[src/rtl/rd_stream_pkg.sv]
// ---------------------------------------------------------------------------
// rd_stream_pkg
// Shared definitions for the per-port SRAM read streamer:
//   - streamState_e : descriptor engine states (IDLE / FETCH / DRAIN)
//   - TAG_BITS      : number of framing tag bits carried beside each data word
//   - entryWidth()  : skid FIFO entry width for a given data width (DATA_WIDTH+2)
//   - sopBit/eopBit : position of the framing tags inside a FIFO entry
// A FIFO entry is laid out as {sop_tag, eop_tag, data[DATA_WIDTH-1:0]}.
// ---------------------------------------------------------------------------
package rd_stream_pkg;

  typedef enum logic [1:0] {
    IDLE  = 2'd0,
    FETCH = 2'd1,
    DRAIN = 2'd2
  } streamState_e;

  localparam int unsigned TAG_BITS = 2;

  // Width of one skid FIFO entry: the data word plus the two framing tags.
  function automatic int unsigned entryWidth(input int unsigned dataWidth);
    return dataWidth + TAG_BITS;
  endfunction

  // The eop tag sits directly above the data word.
  function automatic int unsigned eopBit(input int unsigned dataWidth);
    return dataWidth;
  endfunction

  // The sop tag is the most significant bit of the entry.
  function automatic int unsigned sopBit(input int unsigned dataWidth);
    return dataWidth + 1;
  endfunction

endpackage

[src/rtl/rd_skid_fifo.sv]
// ---------------------------------------------------------------------------
// rd_skid_fifo
// Small synchronous FIFO that absorbs the SRAM read latency and downstream
// backpressure for one read port. The head entry is taken straight from the
// storage registers, so the output has no combinational path from the inputs.
// Push and pop in the same cycle are allowed at every occupancy; a pop while
// empty is ignored.
// Ports:
//   clk         clock
//   rst         asynchronous active-low reset (clears pointers and count)
//   push_i      write pushData_i this cycle
//   pushData_i  entry to write
//   pop_i       consume the head entry this cycle (ignored when empty)
//   headVld_o   FIFO holds at least one entry
//   headData_o  oldest entry
//   count_o     number of entries currently held
// ---------------------------------------------------------------------------
module rd_skid_fifo #(
  parameter int unsigned WIDTH = 66,
  parameter int unsigned DEPTH = 4
) (
  input  logic                             clk,
  input  logic                             rst,
  input  logic                             push_i,
  input  logic [WIDTH-1:0]                 pushData_i,
  input  logic                             pop_i,
  output logic                             headVld_o,
  output logic [WIDTH-1:0]                 headData_o,
  output logic [$clog2(DEPTH+1)-1:0]       count_o
);

  localparam int unsigned CNT_W = $clog2(DEPTH + 1);
  localparam int unsigned PTR_W = $clog2(DEPTH);

  logic [WIDTH-1:0] mem_q [DEPTH];
  logic [PTR_W-1:0] wrPtr_q, wrPtr_d;
  logic [PTR_W-1:0] rdPtr_q, rdPtr_d;
  logic [CNT_W-1:0] count_q, count_d;
  logic             doPush;
  logic             doPop;

  // Pointer advance with explicit wrap so DEPTH need not be a power of two.
  function automatic logic [PTR_W-1:0] nextPtr(input logic [PTR_W-1:0] p);
    return (p == PTR_W'(DEPTH - 1)) ? '0 : p + PTR_W'(1);
  endfunction

  // Next-state for pointers and occupancy. When full, a simultaneous push and
  // pop writes into the slot being vacated, which is exactly the slot wrPtr
  // points at, so ordering is preserved.
  always_comb begin
    doPush  = push_i;
    doPop   = pop_i && (count_q != '0);
    wrPtr_d = doPush ? nextPtr(wrPtr_q) : wrPtr_q;
    rdPtr_d = doPop  ? nextPtr(rdPtr_q) : rdPtr_q;
    count_d = count_q;
    case ({doPush, doPop})
      2'b10:   count_d = count_q + CNT_W'(1);
      2'b01:   count_d = count_q - CNT_W'(1);
      default: count_d = count_q;
    endcase
  end

  always_ff @(posedge clk or negedge rst) begin
    if (!rst) begin
      wrPtr_q <= '0;
      rdPtr_q <= '0;
      count_q <= '0;
    end else begin
      wrPtr_q <= wrPtr_d;
      rdPtr_q <= rdPtr_d;
      count_q <= count_d;
    end
  end

  // Storage needs no reset: entries are only observed once counted as valid.
  always_ff @(posedge clk) begin
    if (doPush) begin
      mem_q[wrPtr_q] <= pushData_i;
    end
  end

  assign headVld_o  = (count_q != '0);
  assign headData_o = mem_q[rdPtr_q];
  assign count_o    = count_q;

endmodule

[src/rtl/rd_port_streamer.sv]
// ---------------------------------------------------------------------------
// rd_port_streamer
// Per-output-port SRAM read engine. Accepts one packet descriptor at a time,
// issues sequential read requests through the shared read-port arbiter, and
// streams the returned words out with sop/eop framing under downstream
// backpressure. Requests are credit-limited so the skid FIFO never overflows.
// Optional feature macro: RD_PKT_CNT_EN adds a 16-bit completed-packet counter
// output (pkt_cnt); when undefined the port and counter do not exist.
// Ports:
//   clk, rst         clock; asynchronous active-low reset
//   desc_vld/rdy     descriptor handshake; desc_addr first word, desc_len words
//   rd_req/gnt/addr  read request to the arbiter; SRAM samples rd_addr on grant
//   rd_dout          SRAM read data, valid the cycle after a grant
//   ready            downstream ready for this port
//   rd_vld/sop/eop   output word qualifier and framing
//   rd_data          output word
//   busy             engine active or words still buffered
//   pkt_cnt          (RD_PKT_CNT_EN only) count of delivered eop words
// ---------------------------------------------------------------------------
module rd_port_streamer
  import rd_stream_pkg::*;
#(
  parameter int unsigned DATA_WIDTH = 64,
  parameter int unsigned ADDR_WIDTH = 17,
  parameter int unsigned LEN_WIDTH  = 8,
  parameter int unsigned FIFO_DEPTH = 4
) (
  input  logic                  clk,
  input  logic                  rst,
  input  logic                  desc_vld,
  input  logic [ADDR_WIDTH-1:0] desc_addr,
  input  logic [LEN_WIDTH-1:0]  desc_len,
  output logic                  desc_rdy,
  output logic                  rd_req,
  input  logic                  rd_gnt,
  output logic [ADDR_WIDTH-1:0] rd_addr,
  input  logic [DATA_WIDTH-1:0] rd_dout,
  input  logic                  ready,
  output logic                  rd_sop,
  output logic                  rd_eop,
  output logic                  rd_vld,
  output logic [DATA_WIDTH-1:0] rd_data,
  output logic                  busy
`ifdef RD_PKT_CNT_EN
  ,
  output logic [15:0]           pkt_cnt
`endif
);

  localparam int unsigned ENTRY_W = entryWidth(DATA_WIDTH);
  localparam int unsigned SOP_POS = sopBit(DATA_WIDTH);
  localparam int unsigned EOP_POS = eopBit(DATA_WIDTH);
  localparam int unsigned CNT_W   = $clog2(FIFO_DEPTH + 1);

  // With fewer than three entries the credit loop cannot sustain one word per
  // cycle, so such a configuration is refused at elaboration.
  if (FIFO_DEPTH < 3) begin : gDepthCheck
    $error("rd_port_streamer: FIFO_DEPTH must be at least 3");
  end

  streamState_e          state_q, state_d;
  logic [ADDR_WIDTH-1:0] addr_q, addr_d;
  logic [LEN_WIDTH-1:0]  remaining_q, remaining_d;
  logic                  firstPending_q, firstPending_d;
  logic                  inflight_q, inflight_d;
  logic                  inflSop_q, inflSop_d;
  logic                  inflEop_q, inflEop_d;

  logic [CNT_W-1:0]      fifoCount;
  logic [CNT_W:0]        creditUsed;
  logic                  haveCredit;
  logic                  descTaken;
  logic                  grantTaken;
  logic                  fifoPop;
  logic                  headVld;
  logic [ENTRY_W-1:0]    pushEntry;
  logic [ENTRY_W-1:0]    headEntry;

  // Words already granted but not yet popped are either in flight from the
  // SRAM or sitting in the FIFO; a new request is only allowed while that
  // total leaves room for one more entry.
  assign creditUsed = {1'b0, fifoCount} + {{CNT_W{1'b0}}, inflight_q};
  assign haveCredit = (creditUsed < (CNT_W + 1)'(FIFO_DEPTH));

  // Descriptor engine: next state plus the handshake outputs it owns.
  always_comb begin
    state_d  = state_q;
    desc_rdy = 1'b0;
    rd_req   = 1'b0;
    case (state_q)
      IDLE: begin
        desc_rdy = 1'b1;
        if (desc_vld && (desc_len != '0)) begin
          state_d = FETCH;
        end
      end
      FETCH: begin
        rd_req = haveCredit;
        if (haveCredit && rd_gnt && (remaining_q == LEN_WIDTH'(1))) begin
          state_d = DRAIN;
        end
      end
      DRAIN: begin
        if (!inflight_q && (fifoCount == '0)) begin
          state_d = IDLE;
        end
      end
      default: state_d = IDLE;
    endcase
  end

  assign descTaken  = desc_vld && desc_rdy;
  assign grantTaken = rd_req && rd_gnt;

  // Address/length bookkeeping and the tags that travel with each read. A
  // zero-length descriptor is accepted but changes nothing here.
  always_comb begin
    addr_d         = addr_q;
    remaining_d    = remaining_q;
    firstPending_d = firstPending_q;
    inflight_d     = grantTaken;
    inflSop_d      = inflSop_q;
    inflEop_d      = inflEop_q;
    if (descTaken && (desc_len != '0)) begin
      addr_d         = desc_addr;
      remaining_d    = desc_len;
      firstPending_d = 1'b1;
    end
    if (grantTaken) begin
      addr_d         = addr_q + ADDR_WIDTH'(1);
      remaining_d    = remaining_q - LEN_WIDTH'(1);
      firstPending_d = 1'b0;
      inflSop_d      = firstPending_q;
      inflEop_d      = (remaining_q == LEN_WIDTH'(1));
    end
  end

  always_ff @(posedge clk or negedge rst) begin
    if (!rst) begin
      state_q        <= IDLE;
      addr_q         <= '0;
      remaining_q    <= '0;
      firstPending_q <= 1'b0;
      inflight_q     <= 1'b0;
      inflSop_q      <= 1'b0;
      inflEop_q      <= 1'b0;
    end else begin
      state_q        <= state_d;
      addr_q         <= addr_d;
      remaining_q    <= remaining_d;
      firstPending_q <= firstPending_d;
      inflight_q     <= inflight_d;
      inflSop_q      <= inflSop_d;
      inflEop_q      <= inflEop_d;
    end
  end

  // The SRAM answers one cycle after the grant, which is the cycle inflight
  // is set, so the returned word is pushed together with its tags then.
  assign pushEntry = {inflSop_q, inflEop_q, rd_dout};
  assign fifoPop   = headVld && ready;

  rd_skid_fifo #(
    .WIDTH (ENTRY_W),
    .DEPTH (FIFO_DEPTH)
  ) uSkidFifo (
    .clk        (clk),
    .rst        (rst),
    .push_i     (inflight_q),
    .pushData_i (pushEntry),
    .pop_i      (fifoPop),
    .headVld_o  (headVld),
    .headData_o (headEntry),
    .count_o    (fifoCount)
  );

  // Output fields are forced to zero while nothing is valid so that stale
  // FIFO contents never appear on the port.
  assign rd_addr = addr_q;
  assign rd_vld  = headVld;
  assign rd_data = headVld ? headEntry[DATA_WIDTH-1:0] : '0;
  assign rd_sop  = headVld && headEntry[SOP_POS];
  assign rd_eop  = headVld && headEntry[EOP_POS];
  assign busy    = (state_q != IDLE) || (fifoCount != '0);

`ifdef RD_PKT_CNT_EN
  logic [15:0] pktCnt_q;

  // Counts delivered packets; an aborted packet never reaches its eop word.
  always_ff @(posedge clk or negedge rst) begin
    if (!rst) begin
      pktCnt_q <= '0;
    end else if (rd_vld && ready && rd_eop) begin
      pktCnt_q <= pktCnt_q + 16'd1;
    end
  end

  assign pkt_cnt = pktCnt_q;
`endif

endmodule

[config.mk]
export PLATFORM = sky130hd
export DESIGN_NAME = rd_port_streamer
export DESIGN_NICKNAME = d
export VERILOG_FILES = /design/src/rtl/rd_stream_pkg.sv /design/src/rtl/rd_skid_fifo.sv /design/src/rtl/rd_port_streamer.sv
export SDC_FILE = /design/constraint.sdc
export NUM_CORES = 1
export LEC_CHECK = 0
export BUFFER_PORTS_ARGS = -buffer_cell sky130_fd_sc_hd__buf_2
export CAP_MARGIN = 5
export CORE_MARGIN = 2
export CORE_UTILIZATION = 35
export DETAILED_ROUTE_END_ITERATION = 6
export REMOVE_ABC_BUFFERS = 1
export SYNTH_ARGS = -nofsm -noshare
export SYNTH_HDL_FRONTEND = slang
export SYNTH_HIERARCHICAL = 1
export SYNTH_SLANG_ARGS = --single-unit
[constraint.sdc]
create_clock -name clk -period 2.4 [get_ports clk]
set_input_delay 0.24 -clock clk [delete_from_list [all_inputs] [get_ports clk]]
set_output_delay 0.24 -clock clk [all_outputs]
set_load 0.01 [all_outputs]
After elaboration in Yosys (flattened, before gate mapping) --
Memory sizes are Yosys's and may differ from the RTL's. Index checks and enable logic that the tools add are counted.
Storage, ports and cells: register bits 38, bits in writable memories 264, input port bits 94, output and inout bits 87, word-level logic and storage cells 68, memories 1
Memories:
- uSkidFifo.mem_q | depth 4, bits a word 66, read ports 1, clocked after memory_dff 0, wr ports 1, RTL line rd_skid_fifo.sv:35 | logic [WIDTH-1:0] mem_q [DEPTH];
Operators by class: add/sub/neg operators 7, order comparisons 1, equal/unequal tests 10, mux-type cells 18, reduce and logical (&&, ||, !) cells 21
Operator list (count):
- 64-bit two-way mux | 1
- 17-bit two-way mux | 2
- 17-bit by 1-bit adder with 17-bit output, second input constant | 1
- 8-bit two-way mux | 2
- 1-bit logical AND | 11
- 2-bit two-way mux | 5
- 2-bit == test, second input constant | 4
- 8-bit by 1-bit == test with 1-bit output, second input constant | 1
- 8-bit nonzero test | 1
- 8-bit by 1-bit subtractor with 8-bit output, second input constant | 1
- 1-bit two-way mux | 6
- 2-bit != test, second input constant | 3
- 2-bit one-hot mux with 3 select lines | 1
- 3-bit one-hot mux with 2 select lines | 1
- 2-bit nonzero test | 3
- 2-bit by 1-bit adder with 2-bit output, second input constant | 2
- 3-bit by 1-bit adder with 4-bit output | 1
- 2-bit by 1-bit == test with 1-bit output, second input constant | 2
- 4-bit by 3-bit < comparator with 1-bit output, second input constant | 1
- 3-bit by 1-bit adder with 3-bit output, second input constant | 1
- 3-bit zero test | 1
- 3-bit AND reduction | 1
- 3-bit nonzero test | 1
- 3-bit by 1-bit subtractor with 3-bit output, second input constant | 1
- other kinds (3) | 3

Depth between registers and ports, before layout --
depth in word-level cells 6, depth in mapped cells 11, mapped depth without buffers 10

By module --
The synthesis kept the hierarchy.
By module, submodules not included:
- rd_skid_fifo | instances 1, cells each 384, area each 9964.6 um2, seq. area each 8102.8 um2
- rd_port_streamer | instances 1, cells each 270, area each 2233.4 um2, seq. area each 775.7 um2

Least setup slack after synthesis --
Ideal clock, no wire load.
path kind register -> register, from register uSkidFifo.wrPtr_q[0], to memory uSkidFifo.mem_q[0][0], enable pin, library setup time 0.431 ns, arrival 2.168 ns, data required time 1.969 ns, setup slack -0.199 ns, stages on the path, launching flop included 4, buffers on the path 0, period minus slack after synthesis 2.599 ns, cells stage by stage dfrtp_1 inv_1 ha_1 and2_1
RTL lines:
- start: declaration | RTL line rd_skid_fifo.sv:36 | logic [PTR_W-1:0] wrPtr_q, wrPtr_d;
- start signal: assignment | RTL line rd_skid_fifo.sv:69 | wrPtr_q <= wrPtr_d;
- end: declaration | RTL line rd_skid_fifo.sv:35
Straight into the memory's write port.

Worst setup path after layout --
from register uSkidFifo.rdPtr_q[0], to output rd_data[40]
Between the ends: word-level cells in the longest chain between the ends 2
RTL lines:
- start: declaration | RTL line rd_skid_fifo.sv:37 | logic [PTR_W-1:0] rdPtr_q, rdPtr_d;
- start signal: assignment | RTL line rd_skid_fifo.sv:70 | rdPtr_q <= rdPtr_d;
- memory 4 x 66 bit
- net headEntry[40] | RTL line rd_port_streamer.sv:77 | logic [ENTRY_W-1:0] headEntry;
- 64-bit two-way mux | RTL line rd_port_streamer.sv:181 | assign rd_data = headVld ? headEntry[DATA_WIDTH-1:0] : '0;
- end: declaration | RTL line rd_port_streamer.sv:42 | output logic [DATA_WIDTH-1:0] rd_data,
The timed path passes the listed nets, and every way through them passes these cells.

==> impl_metrics.ini <==
[route]
ant_nets = 0
drt_iter0_markers = 375
vias_per_cell = 4.90
routed_wl_mm = 26.1
drtPass1Iterations = 4
avgRoutedWirePerCell_um = 18.3
drc_errors = 0
dr_total_vias = 6997

[setup_path]
cp_num_buf_inv = 3
path_cells = buf_12, clkbuf_16, mux4_2, and2_1, buf_2
arrival_ns = 2.08
critPathMaxStageDelay_ns = 0.50
crit_fanout = 9
cp-start-kind = flop
criticalPathCategory = reg2out
cpLargestDelayFamily = multiplexers
cp-end-kind = output pin
required_ns = 2.16
crit_slowest_cell = mux4_2

[status]
outcome = finished clean

[pwr]
power.static_leakage_uw = 0.00571
vdd_drop_max_v = 0.000610
power_uw = 18700
power_density_nw_per_um2 = 1180

[die]
initial_core_util_pct = 35.4
io-pin-count = 181
core_area_sq_um = 34500
die_w_um = 191
die_area_sq_um = 36400
die_h_um = 191
rows = 68

[logic_synthesis]
synth.yosys.warnings = 6
synth_ff_type = edfxtp_1
synthAdderAreaFrac_pct = 1.09
muxShareOfSynthArea_pct = 12.5
synth.most_common_cell = edfxtp_1
synth_compound_area_share_pct = 2.79
synth_top_cell_by_area = edfxtp_1
ys_types = 54
synth_edf_count = 264
ys_ff_latch = 302
yosysTopAreaCellShare_pct = 65.0
async_reset_ff_share_pct = 12.6
synth_xor_area_share_pct = 0.215
syn_inst = 654
synth_area_sq_um = 12200
yosys-top-cells-count = 264 x edfxtp_1, 75 x and2_1, 66 x mux4_2
synthTopCellsByArea = edfxtp_1 65%, mux4_2 12%, dfrtp_1 7.8%, and2_1 3.8%, ha_1 0.92%
synth_seq_area_share_pct = 72.8
yosys.area_share.simple_pct = 8.55
synth_top_family_by_area = multiplexers
synth.avg_cell_area_sq_um = 18.7

[global_routing]
grt_max_degree = 54
overflow = 0
grtUsageTotal_pct = 14.1
antenna_found_initial = 3
grt_pass1_wl_mm = 39.8
grt_pass1_vias = 7127

[placement]
hpwl_mm = 16.4
numPortBuffers = 180
gp_congestion = 0.783

[clocking]
cts-htree-levels = 2
clock_path_buffers = 3
cts_tree = done
clk_pin_slew_ns = 0.06
clk-insertion-delay-late_ns = 0.50
clock_sinks = 302
cts_buffers = 35
clock-root-buffer = clkbuf_16

[run]
cap_violations = 0

[sta]
timing.final.max_slew_violations = 0
clock_skew_ns = 0.0200
fin_crit_sh_pct = 96.5
fmax_mhz = 432
hold_viol = 0
maxSlewHeadroom_pct = 54.7
fin_hold_ws_ns = 0.0254
fin_crit_ns = 2.32
tns_ns = 0
finalSetupViolCount = 0
worstMarginPinSlew_ns = 0.679

[final_layout]
drive_above_1_share_pct = 35.7
area_delta_synth_final_pct = 30.0
fillers = 2980
nets = 1052

[min_path]
hp-class = in2reg
-- layout make-up --
type / instances / area (sq um) / share of cell area, %
clock buffer: 47 / 951 / 6.00
antenna: 2 / 5.00 / 0.0316
clock inverter: 13 / 126 / 0.797
inverter: 15 / 56.3 / 0.355
sequential: 302 / 8890 / 56.0
multi-input combinational: 306 / 3080 / 19.4
tap: 455 / 569 / 3.59
timing repair buffer: 288 / 2180 / 13.8
-- per-stage QoR --
stage | worst slack, ns | area [sq um] | utilization (%) | std cells
floorplan | -1.36 | 12000 | - | 623
global placement | 0.229 | 13900 | 40.3 | 1285
detailed placement | 0.216 | 13900 | 40.3 | 1285
CTS | -0.0221 | 15700 | 45.6 | 1420
global route | -0.00303 | 15900 | 46.0 | 1428
finish | 0.0829 | 15900 | 46.0 | 1428
-- timing repair --
| item | CTS | global route |
|---|---|---|
| cloned | 0 | 2 |
| resized for setup | 2 | 5 |
| hold buffers | 74 | 0 |
| endpoints found under the hold margin | 292 | 0 |
| buffers inserted | 1 | 4 |
| pin swaps | 0 | 1 |
| setup endpoints to repair | 66 | 34 |
-- cell usage in the layout, fill, tap and decap left out, types with 7 or more instances in the layout --
cell type and n:
dlygate4sd3_1 74, nor3_1 17, nand3_1 13, buf_12 18, o21ai_0 7, nand2_1 23, buf_2 180, and2_1 69
ha_1 9, inv_1 15, mux4_2 66, clkbuf_1 9, dfrtp_1 36, buf_4 12, nor4_1 8, nor2_1 15
edfxtp_1 264, clkbuf_16 37
-- power breakdown --
part	leakage (uW)	internal [uW]	switching [uW]
clock	0.000528	3000	1960
sequential	0.00283	6640	551
combinational	0.00235	3330	3200
total	0.00571	13000	5710
-- cell families (layout without fill, tap and decap cells) --
group | count (synthesis) | in the layout
AO/OA/AOI/OAI | 43 | 43
XOR/XNOR | 3 | 3
adder cells (fa/ha/maj) | 10 | 10
buffers and inverters | 46 | 363
flip-flops | 302 | 302
multiplexers | 69 | 69
other | 0 | 2
AND/OR/NAND/NOR | 181 | 181
-- layer usage --
| layer | track usage (%) | vias up | share of wire, % |
|---|---|---|---|
| met5 | 0 | - | 0.050 |
| met4 | 3.49 | 2 | 1.6 |
| met3 | 3.40 | 38 | 6.2 |
| met2 | 23.7 | 200 | 49 |
| met1 | 18.5 | 3550 | 43 |
| li1 | - | 3207 | - |
-- registers in the layout, indices dropped and copies added (netlist names) --
| register | flops |
|---|---|
| uSkidFifo/mem_q | 264 |
| rd_addr | 17 |
| remaining_q | 8 |
| uSkidFifo/count_o | 3 |
| state_q | 2 |
| uSkidFifo/rdPtr_q | 2 |
| uSkidFifo/wrPtr_q | 2 |
| firstPending_q | 1 |
| inflEop_q | 1 |
| inflSop_q | 1 |
| inflight_q | 1 |
-- worst paths after layout --
path	start	end	slack, ns	cells past startpoint
setup / recovery	uSkidFifo/rdPtr_q[0]	rd_data[40]	0.08	5
hold / removal	desc_len[1]	remaining_q[1]	0.03	3
hold reg to reg	firstPending_q	inflSop_q	0.47	2
min in group asynchronous	rst	state_q[1]	0.33	2
max in group asynchronous	rst	remaining_q[7]	1.45	3
setup reg to reg	uSkidFifo/count_o[2]	uSkidFifo/count_o[2]	0.30	10
-- tightest hold or removal path, stage by stage --
cell      delay (ns)
buf_2           0.09
nand3_1         0.07
o211ai_1        0.08
No activity file was read; power rests on OpenSTA's default activity.
